### src/rtl/wb_arbiter.sv
// Writeback arbiter: two 2-entry source queues drained round-robin into the reg_file write port,
// plus a per-register busy scoreboard. Define WB_BYPASS_EN to forward the retiring value to queries.

module wb_arbiter_q #(
    parameter int ADDR_WIDTH = 5,
    parameter int DATA_WIDTH = 32
) (
    input  logic                  clk,
    input  logic                  rst,
    input  logic                  push_valid,
    output logic                  push_ready,
    input  logic [ADDR_WIDTH-1:0] push_addr,
    input  logic [DATA_WIDTH-1:0] push_data,
    input  logic                  pop,
    output logic                  nonempty,
    output logic [ADDR_WIDTH-1:0] head_addr,
    output logic [DATA_WIDTH-1:0] head_data
);
    logic [ADDR_WIDTH-1:0] addr_mem [2];
    logic [DATA_WIDTH-1:0] data_mem [2];
    logic                  rd_ptr;
    logic                  wr_ptr;
    logic [1:0]            cnt;
    logic                  push;

    // Ready comes from the registered count only, so a same-cycle pop never frees a full slot.
    assign push_ready = (cnt != 2'd2);
    assign push       = push_valid & push_ready;
    assign nonempty   = (cnt != 2'd0);
    assign head_addr  = addr_mem[rd_ptr];
    assign head_data  = data_mem[rd_ptr];

    always_ff @(posedge clk) begin
        if (rst) begin
            rd_ptr <= 1'b0;
            wr_ptr <= 1'b0;
            cnt    <= 2'd0;
        end else begin
            if (push) begin
                addr_mem[wr_ptr] <= push_addr;
                data_mem[wr_ptr] <= push_data;
                wr_ptr           <= ~wr_ptr;
            end
            if (pop) begin
                rd_ptr <= ~rd_ptr;
            end
            cnt <= cnt + {1'b0, push} - {1'b0, pop};
        end
    end
endmodule

module wb_arbiter #(
    parameter int ADDR_WIDTH = 5,
    parameter int DATA_WIDTH = 32
) (
    input  logic                  clk,
    input  logic                  rst,
    input  logic                  s0_valid,
    output logic                  s0_ready,
    input  logic [ADDR_WIDTH-1:0] s0_addr,
    input  logic [DATA_WIDTH-1:0] s0_data,
    input  logic                  s1_valid,
    output logic                  s1_ready,
    input  logic [ADDR_WIDTH-1:0] s1_addr,
    input  logic [DATA_WIDTH-1:0] s1_data,
    input  logic                  alloc_valid,
    input  logic [ADDR_WIDTH-1:0] alloc_addr,
    output logic                  alloc_ready,
    input  logic [ADDR_WIDTH-1:0] q0_addr,
    input  logic [ADDR_WIDTH-1:0] q1_addr,
    output logic                  q0_busy,
    output logic                  q1_busy,
    output logic                  q0_fwd_valid,
    output logic                  q1_fwd_valid,
    output logic [DATA_WIDTH-1:0] q0_fwd_data,
    output logic [DATA_WIDTH-1:0] q1_fwd_data,
    output logic                  wen,
    output logic [ADDR_WIDTH-1:0] waddr,
    output logic [DATA_WIDTH-1:0] wdata,
    output logic                  err
);
    localparam int NREG = 1 << ADDR_WIDTH;

    // Handshakes: a transfer happens in any cycle where valid and ready are both high at the clock
    // edge; ready never depends on valid, and alloc_ready is a pure function of registered busy state.
    logic                  ne0, ne1, pop0, pop1;
    logic [ADDR_WIDTH-1:0] h0_addr, h1_addr, head_addr;
    logic [DATA_WIDTH-1:0] h0_data, h1_data, head_data;
    logic                  rr;
    logic                  any;
    logic                  pick;
    logic [NREG-1:0]       busy;
    logic                  alloc_take;

    wb_arbiter_q #(.ADDR_WIDTH(ADDR_WIDTH), .DATA_WIDTH(DATA_WIDTH)) u_q0 (
        .clk(clk), .rst(rst), .push_valid(s0_valid), .push_ready(s0_ready),
        .push_addr(s0_addr), .push_data(s0_data), .pop(pop0), .nonempty(ne0),
        .head_addr(h0_addr), .head_data(h0_data)
    );

    wb_arbiter_q #(.ADDR_WIDTH(ADDR_WIDTH), .DATA_WIDTH(DATA_WIDTH)) u_q1 (
        .clk(clk), .rst(rst), .push_valid(s1_valid), .push_ready(s1_ready),
        .push_addr(s1_addr), .push_data(s1_data), .pop(pop1), .nonempty(ne1),
        .head_addr(h1_addr), .head_data(h1_data)
    );

    // rr holds the last winner; on contention the other source goes.
    always_comb begin
        any  = ne0 | ne1;
        pick = 1'b0;
        if (ne0 && ne1) begin
            pick = ~rr;
        end else if (ne1) begin
            pick = 1'b1;
        end
    end

    assign pop0      = any & ~pick;
    assign pop1      = any & pick;
    assign head_addr = pick ? h1_addr : h0_addr;
    assign head_data = pick ? h1_data : h0_data;
    assign wen       = any && (head_addr != '0);
    assign waddr     = head_addr;
    assign wdata     = head_data;

    assign alloc_ready = (alloc_addr == '0) || !busy[alloc_addr];
    assign alloc_take  = alloc_valid && (alloc_addr != '0) && !busy[alloc_addr];

    always_ff @(posedge clk) begin
        if (rst) begin
            rr <= 1'b1;
        end else if (any) begin
            rr <= pick;
        end
    end

    // An accepted alloc is ordered after the retire clear, so it wins on the same register.
    always_ff @(posedge clk) begin
        if (rst) begin
            busy <= '0;
            err  <= 1'b0;
        end else begin
            if (wen) begin
                busy[waddr] <= 1'b0;
                if (!busy[waddr]) begin
                    err <= 1'b1;
                end
            end
            if (alloc_take) begin
                busy[alloc_addr] <= 1'b1;
            end
        end
    end

    // busy[0] is never set, so r0 queries read as free without a special case.
    always_comb begin
`ifdef WB_BYPASS_EN
        q0_fwd_valid = wen && (q0_addr == waddr);
        q1_fwd_valid = wen && (q1_addr == waddr);
        q0_busy      = busy[q0_addr] && !q0_fwd_valid;
        q1_busy      = busy[q1_addr] && !q1_fwd_valid;
        q0_fwd_data  = q0_fwd_valid ? wdata : '0;
        q1_fwd_data  = q1_fwd_valid ? wdata : '0;
`else
        q0_fwd_valid = 1'b0;
        q1_fwd_valid = 1'b0;
        q0_busy      = busy[q0_addr];
        q1_busy      = busy[q1_addr];
        q0_fwd_data  = '0;
        q1_fwd_data  = '0;
`endif
    end
endmodule

### config.mk
export PLATFORM = sky130hd
export DESIGN_NAME = wb_arbiter
export DESIGN_NICKNAME = d
export VERILOG_FILES = /design/src/rtl/wb_arbiter.sv
export SDC_FILE = /design/constraint.sdc
export NUM_CORES = 1
export LEC_CHECK = 0
export BUFFER_PORTS_ARGS = -buffer_cell sky130_fd_sc_hd__buf_2
export CAP_MARGIN = 0
export CELL_PAD_IN_SITES_DETAIL_PLACEMENT = 2
export CELL_PAD_IN_SITES_GLOBAL_PLACEMENT = 2
export CORE_UTILIZATION = 33
export DETAILED_ROUTE_END_ITERATION = 8
export MAX_ROUTING_LAYER = met4
export PLACE_DENSITY = 0.81
export SYNTH_ARGS = -nofsm -noshare
export SYNTH_HDL_FRONTEND = slang
export SYNTH_SLANG_ARGS = --single-unit
### constraint.sdc
create_clock -name clk -period 4.2 [get_ports clk]
set_input_delay 0.63 -clock clk [delete_from_list [all_inputs] [get_ports clk]]
set_output_delay 0.63 -clock clk [all_outputs]
set_load 0.005 [all_outputs]
==> metrics.cfg, run 1 <==
[grt]
grt_util_all_layers = 0.198
use_met2 = 0.347
met1_usage = 0.223
grt-busiest-layer = met2
grt_max_degree = 50
grt_pass1_wl_mm = 40.4
grt_util_met3 = 0.0440
grt_pass1_vias = 6828
gr-total-overflow = 0
grt_antenna_before_repair = 7

[floorplanning]
die-area_um2 = 28400
start_util = 0.338
die_x_um = 169
core_area_um2 = 27100
rows = 60
die_h_um = 169
io_pins = 204

[cts]
cts_tree = done
clockRootBuffer = clkbuf_16
post-cts-setup-buffers = 0
clk_latency_ns = 0.44
cts_made_buffers = 17
hold_buffers = 0
clk_pin_slew_ns = 0.08
htreeDepth = 4
numClockSinks = 192
cts-resized-gates = 0
clockBufferDepth = 2

[routing]
num_vias = 6246
ant_nets = 0
first_pass_iters = 4
vias_per_cell = 5.09
drc = 0
first_iter_violations = 285
wirelength_mm = 27.0
wl_per_cell_um = 22.0

[power_and_ir_drop]
max-vdd-ir-drop_mv = 0.262
finalPower_w = 0.00620
power.density_nw_per_um2 = 587
p_leak_nw = 3.76

[final_layout]
area_growth_pct = 15.6
drive_gt1_frac = 0.282
seqCellArea_um2 = 5330
multi_input_area_um2 = 3370
final_cell_mix = edfxtp_1, buf_2, conb_1
mostFrequentLayoutCell = edfxtp_1
n_fill_cell = 2788
nNetsFinal = 934

[logic_synthesis]
synth_cell_types = 57
ys_seq_elements = 192
synth.avg_cell_area_um2 = 12.9
synth_area_um2 = 9150
synth_top_area_share = 0.486
syn_inst = 711
yosysWarnings = 0
synth-edff-count = 148
synthFlopType = edfxtp_1
ys_seq_area_frac = 0.582
synthTopCellsByArea = edfxtp_1, dfxtp_1, mux4_2
synth_largest_area_cell = edfxtp_1
ys_async_sr_fraction = 0

[setup_path]
cp_slowest_stage_delay_ns = 0.84
crit_required_ns = 3.57
r2r_cells = 8
cp.arrival_ns = 2.70
reg2reg_to = err
rrSetupSlack_ns = 1.14
critPathLaunchType = flop
end_kind = primary output
cp_max_fo = 34
cp_cell_sequence = mux2i_1 > nand2_1 > mux2i_1 > nand2_1 > nor3_1 > nor2_1 > buf_2
path_class = reg -> out
cpMaxStageDelayCell = dfxtp_2

[sta]
setup_viol = 0
hold_viol_final = 0
tightest_slew_ns = 1.04
fin_ws_ns = 0.873
rsz0062_at_grt = false
fin_tns_setup_ns = 0
post-route-period-util = 0.792
relSlewSlack = 0.306
hold_ws_ns = 0.372
fmax_mhz = 301
report.final.slew_viol_count = 0
finClkSkew_ns = 0.0122
period_needed_ns = 3.33

[hold_path]
hold_end = u_q1.data_mem[0][9]
worstHoldPathType = in -> reg
min_path_cells = 1
hold_start = s1_data[9]

[placed_design]
pre_cts_ws_ns = 1.13
port_buffers = 137
place.gp.congestion = 0.854
dp_hpwl_mm = 18.7

[run]
max_cap_viol_count = 0

[outcome]
run_status = complete, no violations

## cell type report
cell class              count  area share
diodes                      7     0.00166
clock buffers              18      0.0406
clock inverters            13      0.0156
inverters                  13     0.00509
multi-input cells         467       0.319
flip-flops and latches    192       0.504
well taps                 372      0.0440
repair buffers            145      0.0705
## synthesized netlist by cell type (2+ instances only)
| library cell | instances |
|---|---|
| and3b_1 | 3 |
| and3_2 | 4 |
| o21ai_4 | 2 |
| o21ai_1 | 4 |
| nor3b_1 | 5 |
| nor3_1 | 6 |
| xor2_1 | 4 |
| mux4_2 | 29 |
| nor2b_1 | 38 |
| nand2_1 | 43 |
| nor2_1 | 14 |
| ha_1 | 4 |
| buf_1 | 6 |
| a22oi_1 | 4 |
| mux2_2 | 6 |
| mux2i_4 | 2 |
| edfxtp_1 | 148 |
| a21oi_1 | 64 |
| buf_2 | 3 |
| xnor2_1 | 4 |
| o21ai_0 | 36 |
| inv_1 | 10 |
| a211oi_1 | 32 |
| o2111ai_1 | 2 |
| and2_1 | 5 |
| clkbuf_1 | 26 |
| and3_1 | 2 |
| buf_4 | 66 |
| mux2i_1 | 41 |
| inv_2 | 2 |
| or3_2 | 3 |
| nand4_1 | 5 |
| a2111oi_0 | 3 |
| dfxtp_1 | 44 |
| nand3_1 | 18 |
| nor4_2 | 2 |
## power breakdown
| part | internal (W) | leakage [nW] | switching (W) |
|---|---|---|---|
| sequential | 0.00223 | 1.71 | 0.000175 |
| combinational | 0.000784 | 1.76 | 0.00134 |
| clock | 0.000856 | 0.291 | 0.000815 |
| total | 0.00387 | 3.76 | 0.00233 |
## sequential cells by signal, indices dropped and copies added (netlist names), named ones only
signal and flops:
busy 32, err 1, rr 1, u_q0.addr_mem 10
u_q0.cnt 2, u_q0.data_mem 64, u_q0.rd_ptr 1, u_q0.wr_ptr 1
u_q1.addr_mem 10, u_q1.cnt 2, u_q1.data_mem 64, u_q1.rd_ptr 1
u_q1.wr_ptr 1
## critical path: cells and delay by family, from the launching register on
family,cells,cell delay [ns]
DFF,1,0.84
muxes,2,0.66
and+or+nand+nor,4,0.61
buffers and inverters,1,0.15
## per-layer routing
metal	wire (µm)	share of wire
met5	0	0
met4	592	0.022
met3	1260	0.047
met2	14000	0.52
met1	11100	0.41
## metrics by stage
| stage | std cells | util | cell area [µm²] |
|---|---|---|---|
| after floorplan | 776 | - | 9390 |
| final | 1227 | 0.390 | 10600 |
| after CTS | 1220 | 0.390 | 10600 |
| after global routing | 1227 | 0.390 | 10600 |
| after global placement | 1189 | 0.368 | 9960 |
| after detailed placement | 1189 | 0.368 | 9960 |
## worst max path at each step
stage	start	cells after the start	to	slack [ns]
6_report	flop	7	wen	0.87
5_1_grt	flop	7	wen	0.64
4_1_cts	flop	7	wen	0.82
3_5_place_dp	flop	8	err	1.13
3_3_place_gp	q0_addr[0]	5	q0_busy	1.20
2_1_floorplan	rst	2	u_q0.addr_mem[1][0]	0.11
## kinds of logic after synthesis
logic type      synth area share
buf+inv                   0.0784
mux                        0.129
flops                      0.582
xor+xnor                 0.00766
compound gates             0.103
fa+ha+maj                0.00547
simple gates              0.0942
other cells             0.000410
Note: power is estimated with default switching activity, not from simulation.
==> run 2: changes to the inputs <==
--- a/config.mk
+++ b/config.mk
@@ -5,14 +5,15 @@
 export SDC_FILE = /design/constraint.sdc
 export NUM_CORES = 1
 export LEC_CHECK = 0
+export ABC_AREA = 1
 export BUFFER_PORTS_ARGS = -buffer_cell sky130_fd_sc_hd__buf_2
 export CAP_MARGIN = 0
 export CELL_PAD_IN_SITES_DETAIL_PLACEMENT = 2
 export CELL_PAD_IN_SITES_GLOBAL_PLACEMENT = 2
-export CORE_UTILIZATION = 33
+export CORE_UTILIZATION = 34
 export DETAILED_ROUTE_END_ITERATION = 8
 export MAX_ROUTING_LAYER = met4
-export PLACE_DENSITY = 0.81
+export PLACE_DENSITY = 0.84
 export SYNTH_ARGS = -nofsm -noshare
 export SYNTH_HDL_FRONTEND = slang
 export SYNTH_SLANG_ARGS = --single-unit
==> constraint.sdc (replaced) <==
create_clock -name clk -period 3.2 [get_ports clk]
set_input_delay 0.48 -clock clk [delete_from_list [all_inputs] [get_ports clk]]
set_output_delay 0.48 -clock clk [all_outputs]
set_load 0.005 [all_outputs]
==> metrics.cfg, run 2 <==
[cts]
clockRootBuffer = clkbuf_16
cts_made_buffers = 17
hold_buffers = 0
htreeDepth = 4
clk_pin_slew_ns = 0.09
clockBufferDepth = 2
cts_tree = done
numClockSinks = 192
clk_latency_ns = 0.45

[routing]
first_iter_violations = 452
num_vias = 7535
drc = 0
wl_per_cell_um = 22.7
wirelength_mm = 33.0
first_pass_iters = 5
ant_nets = 0
vias_per_cell = 5.16

[sta]
setup_viol = 0
fin_tns_setup_ns = 0
period_needed_ns = 3.01
tightest_slew_ns = 0.889
hold_viol_final = 0
report.final.slew_viol_count = 0
relSlewSlack = 0.407
post-route-period-util = 0.940
hold_ws_ns = 0.207
fin_ws_ns = 0.191
finClkSkew_ns = 0.0204
rsz0062_at_grt = false
fmax_mhz = 332

[setup_path]
startpoint = u_q0.cnt[0]
critPathLaunchType = flop
cp_top_family = simple AND/OR/NAND/NOR gates
cp_slowest_stage_delay_ns = 0.38
cp_max_fo = 26
path_buf_inv = 2
r2r_start = u_q0.cnt[1]
cpMaxStageDelayCell = nor2_1
cp_cell_sequence = inv_1 > nand2_1 > nand2_2 > nand2_4 > nand2_1 > nand2_1 > nand3_2 > nor2_1 > nor2_1 > buf_2
path_class = reg -> out
cpMostUsedCell = nand2_1
crit_required_ns = 2.72
cp.arrival_ns = 2.53
end_kind = primary output

[placed_design]
place.gp.congestion = 0.832
port_buffers = 137
pre_cts_ws_ns = 0.395
dp_hpwl_mm = 23.0

[logic_synthesis]
muxShareOfSynthArea = 0.0403
ys_seq_area_frac = 0.564
synth.avg_cell_area_um2 = 9.96
synth_most_common_cell = nand2_1
ys_async_sr_fraction = 0
synth_largest_area_cell = edfxtp_1
synth_area_um2 = 9440
yosysWarnings = 0
synth-edff-count = 148
syn_inst = 948
synthFlopType = edfxtp_1
synth_cell_types = 36
synth_top_area_share = 0.471
synthTopCellsByArea = edfxtp_1, dfxtp_1, nand2_1
synth_common_cells = nand2_1, edfxtp_1, o21ai_0
synth_xor_area_frac = 0.00186
synth_top_family_by_area = simple AND/OR/NAND/NOR gates
ys_seq_elements = 192
synthSimpleGateAreaFrac = 0.151
synthAdderAreaFrac = 0.00530
synth-compound-area-share = 0.132

[floorplanning]
start_util = 0.348
die_h_um = 169
rows = 60
core_area_um2 = 27100
io_pins = 204
die-area_um2 = 28400
die_x_um = 169

[power_and_ir_drop]
finalPower_w = 0.00840
p_leak_nw = 4.22
power.density_nw_per_um2 = 771
max-vdd-ir-drop_mv = 0.470

[final_layout]
largestRegisters = u_q0.data_mem (64), u_q1.data_mem (64), busy (32)
area_growth_pct = 15.3
multi_input_area_um2 = 3410
seqCellArea_um2 = 5330
mostFrequentLayoutCell = nand2_1
n_fill_cell = 2945
nNetsFinal = 1169
final_util = 0.402
drive_gt1_frac = 0.221
final_cell_mix = nand2_1, edfxtp_1, buf_2

[outcome]
run_status = complete, no violations

[grt]
grt_antenna_before_repair = 2
gr-total-overflow = 0
grt_pass1_wl_mm = 49.6
grt_max_degree = 49
grt_util_all_layers = 0.241
grt_pass1_vias = 8254

[hold_path]
hold_start = s0_data[19]
worstHoldPathType = in -> reg

[run]
max_cap_viol_count = 0

-- run 2: changes by cell type after synthesis, sizes merged, moves of 31 or more --
cell / change
or2: +31
o21ai: +46
o211ai: +39
nor2: +46
nand2: +130
a211oi: -32
inv: +52
nor2b: -38
-- run 2: path summary, 6_finish.rpt --
check / to / slack [ns] / cells past startpoint
worst max-delay path: wen / 0.19 / 10
worst min-delay path: u_q0.data_mem[1][19] / 0.21 / 1
worst max register to register: busy[1] / 0.57 / 13
worst min register to register: err / 0.46 / 2
-- run 2: cells by family after synthesis --
logic type	after synthesis
buf+inv	176
compound gates	207
flops	192
other cells	1
xor+xnor	2
fa+ha+maj	4
simple gates	328
mux	38
-- run 2: layout make-up --
class | instances | share of cell area
sequential | 192 | 0.489
multi-input combinational | 645 | 0.313
timing repair buffer | 150 | 0.0730
tap | 372 | 0.0427
clock buffer | 17 | 0.0391
inverter | 65 | 0.0224
clock inverter | 15 | 0.0194
antenna | 3 | 0.000689
-- run 2: report_power, final --
group	internal (W)	switching (W)
Combinational	0.000964	0.00208
Sequential	0.00291	0.000152
Clock	0.00110	0.00119
Total	0.00498	0.00342
-- run 2: per-stage QoR --
step / instances / cell area [µm²]
6_report: 1459 / 10900
4_1_cts: 1456 / 10900
5_1_grt: 1459 / 10900
3_5_place_dp: 1424 / 10200
2_1_floorplan: 1013 / 9680
3_3_place_gp: 1424 / 10200
-- run 2: timing repair --
| action | CTS | global route |
|---|---|---|
| resized for setup | 2 | 6 |
| buffers inserted | 0 | 0 |
| cloned | 0 | 0 |
| setup endpoints to repair | 1 | 23 |
-- run 2: layer usage --
layer,routed length (µm),vias up,track usage
li1,-,3424,-
met1,13800,3831,0.284
met2,17300,238,0.422
met3,1370,42,0.0388
met4,629,0,0.0751
met5,0,-,-
==> run 3: changes to the inputs <==
--- a/config.mk
+++ b/config.mk
@@ -10,10 +10,10 @@
 export CAP_MARGIN = 0
 export CELL_PAD_IN_SITES_DETAIL_PLACEMENT = 2
 export CELL_PAD_IN_SITES_GLOBAL_PLACEMENT = 2
-export CORE_UTILIZATION = 34
+export CORE_UTILIZATION = 31
 export DETAILED_ROUTE_END_ITERATION = 8
 export MAX_ROUTING_LAYER = met4
-export PLACE_DENSITY = 0.84
+export PLACE_DENSITY = 0.81
 export SYNTH_ARGS = -nofsm -noshare
 export SYNTH_HDL_FRONTEND = slang
 export SYNTH_SLANG_ARGS = --single-unit
==> constraint.sdc (replaced) <==
create_clock -name clk -period 2.7 [get_ports clk]
set_input_delay 0.405 -clock clk [delete_from_list [all_inputs] [get_ports clk]]
set_output_delay 0.405 -clock clk [all_outputs]
set_load 0.005 [all_outputs]
==> metrics.cfg, run 3 (synthesis gave the netlist of run 2 again) <==
[hold_path]
worstHoldPathType = in -> reg
min_path_cells = 1

[sta]
finClkSkew_ns = 0.0162
period_needed_ns = 2.53
report.final.slew_viol_count = 0
rsz0062_at_grt = false
fmax_mhz = 395
fin_tns_setup_ns = 0
relSlewSlack = 0.609
hold_viol_final = 0
tightest_slew_ns = 0.586
setup_viol = 0
post-route-period-util = 0.937

[routing]
ant_nets = 0
vias_per_cell = 4.99
wirelength_mm = 31.2
num_vias = 7425
wl_per_cell_um = 21.0
first_pass_iters = 4
drc = 0
first_iter_violations = 379

[outcome]
run_status = complete, no violations

[final_layout]
nNetsFinal = 1179
final-instance-count-excl-fill = 1487
drive_gt1_frac = 0.229
area_growth_pct = 17.2
final_util = 0.371
mostFrequentLayoutCell = nand2_1
final_cell_mix = nand2_1, edfxtp_1, buf_2
largestRegisters = u_q0.data_mem (64), u_q1.data_mem (64), busy (32)

[cts]
cts_made_buffers = 17
clk_pin_slew_ns = 0.09
cts_tree = done
clockBufferDepth = 2
numClockSinks = 192
clk_latency_ns = 0.46
clockRootBuffer = clkbuf_16
htreeDepth = 4

[grt]
grt-busiest-layer = met2
grt_max_degree = 65
grt_util_met3 = 0.0495
met1_usage = 0.237
grt_util_all_layers = 0.208
grt_pass1_vias = 8038
grt_antenna_before_repair = 3
use_met2 = 0.364
gr-total-overflow = 0
grt_pass1_wl_mm = 47.1

[placed_design]
dp_cells = 1451
dp_hpwl_mm = 21.7
port_buffers = 137
place.gp.congestion = 0.810

[floorplanning]
die_x_um = 177
start_util = 0.317
die_h_um = 177
core_area_um2 = 29800
io_pins = 204
die-area_um2 = 31200
rows = 63

[setup_path]
cpMostUsedCell = nand2_1
startpoint = u_q0.cnt[1]
r2r_start = u_q0.cnt[1]
cp_max_fo = 13
cp_cell_sequence = inv_1 > nand2_1 > nand2_2 > nand2_8 > nand2_1 > nand2_1 > buf_4 > nand2_1 > nor2_1 > nor2_2 > buf_2
crit_required_ns = 2.30
cp_slowest_stage_delay_ns = 0.38
cpMaxStageDelayCell = dfxtp_1
reg2reg_to = busy[1]
r2r_cells = 13
path_class = reg -> out
critPathLaunchType = flop
critPathCapture = wen
rrSetupSlack_ns = 0.37
cp.arrival_ns = 2.13
end_kind = primary output

[run]
max_cap_viol_count = 0

[power_and_ir_drop]
p_leak_nw = 4.30
power.density_nw_per_um2 = 906
max-vdd-ir-drop_mv = 0.512

## run 3: how the worst min path moves through the flow
stage / from / end / slack (ns)
floorplan: u_q1.rd_ptr / flop / 0.43
global placement: u_q1.rd_ptr / u_q1.rd_ptr / 0.44
detailed placement: err / err / 0.45
CTS: s1_data[15] / u_q1.data_mem[0][15] / 0.11
global route: s1_data[15] / u_q1.data_mem[1][15] / 0.12
finish: s1_data[15] / u_q1.data_mem[0][15] / 0.13
## run 3: final cells by class
type                    instances  area [µm²]
well taps                     390         488
flip-flops and latches        192        5330
multi-input cells             645        3410
repair buffers                160         930
clock inverters                15         218
clock buffers                  17         425
inverters                      65         249
fillers                      3267       18700
diodes                          3        7.51
## run 3: per-stage QoR
stage          hold slack [ns]  setup slack, ns  total power, W  instance area (µm²)
2_1_floorplan            0.426           -0.972         0.00578                 9690
3_3_place_gp             0.437            0.397         0.00699                10300
3_5_place_dp             0.447            0.342         0.00717                10300
4_1_cts                  0.114           0.0138         0.00996                11000
5_1_grt                  0.122           0.0111          0.0106                11100
6_report                 0.129            0.169          0.0100                11100
## run 3: layer usage
metal,vias up,wire length [µm],share of wire
met5,-,0,0
met4,0,660,0.021
met3,42,1870,0.060
met2,227,16200,0.52
met1,3706,12400,0.40
li1,3450,-,-
## run 3: what timing repair did
| item | 4_1_cts | 5_1_grt |
|---|---|---|
| buffers inserted | 0 | 0 |
| gates resized for setup | 2 | 9 |
| hold buffers | 0 | 0 |
| setup endpoints to repair | 1 | 7 |
| cloned | 0 | 1 |
## run 3: critical path, delay by kind of cell, from the launching register on
kind,cells,cell delay [ns]
buffers and inverters,3,0.41
flip-flops,1,0.38
AND/OR/NAND/NOR,8,0.89
## run 3: where the power goes
| part | internal, W | switching [W] | leakage [nW] |
|---|---|---|---|
| clock network | 0.00138 | 0.00137 | 0.312 |
| registers | 0.00345 | 0.000130 | 1.71 |
| logic | 0.00125 | 0.00244 | 2.28 |
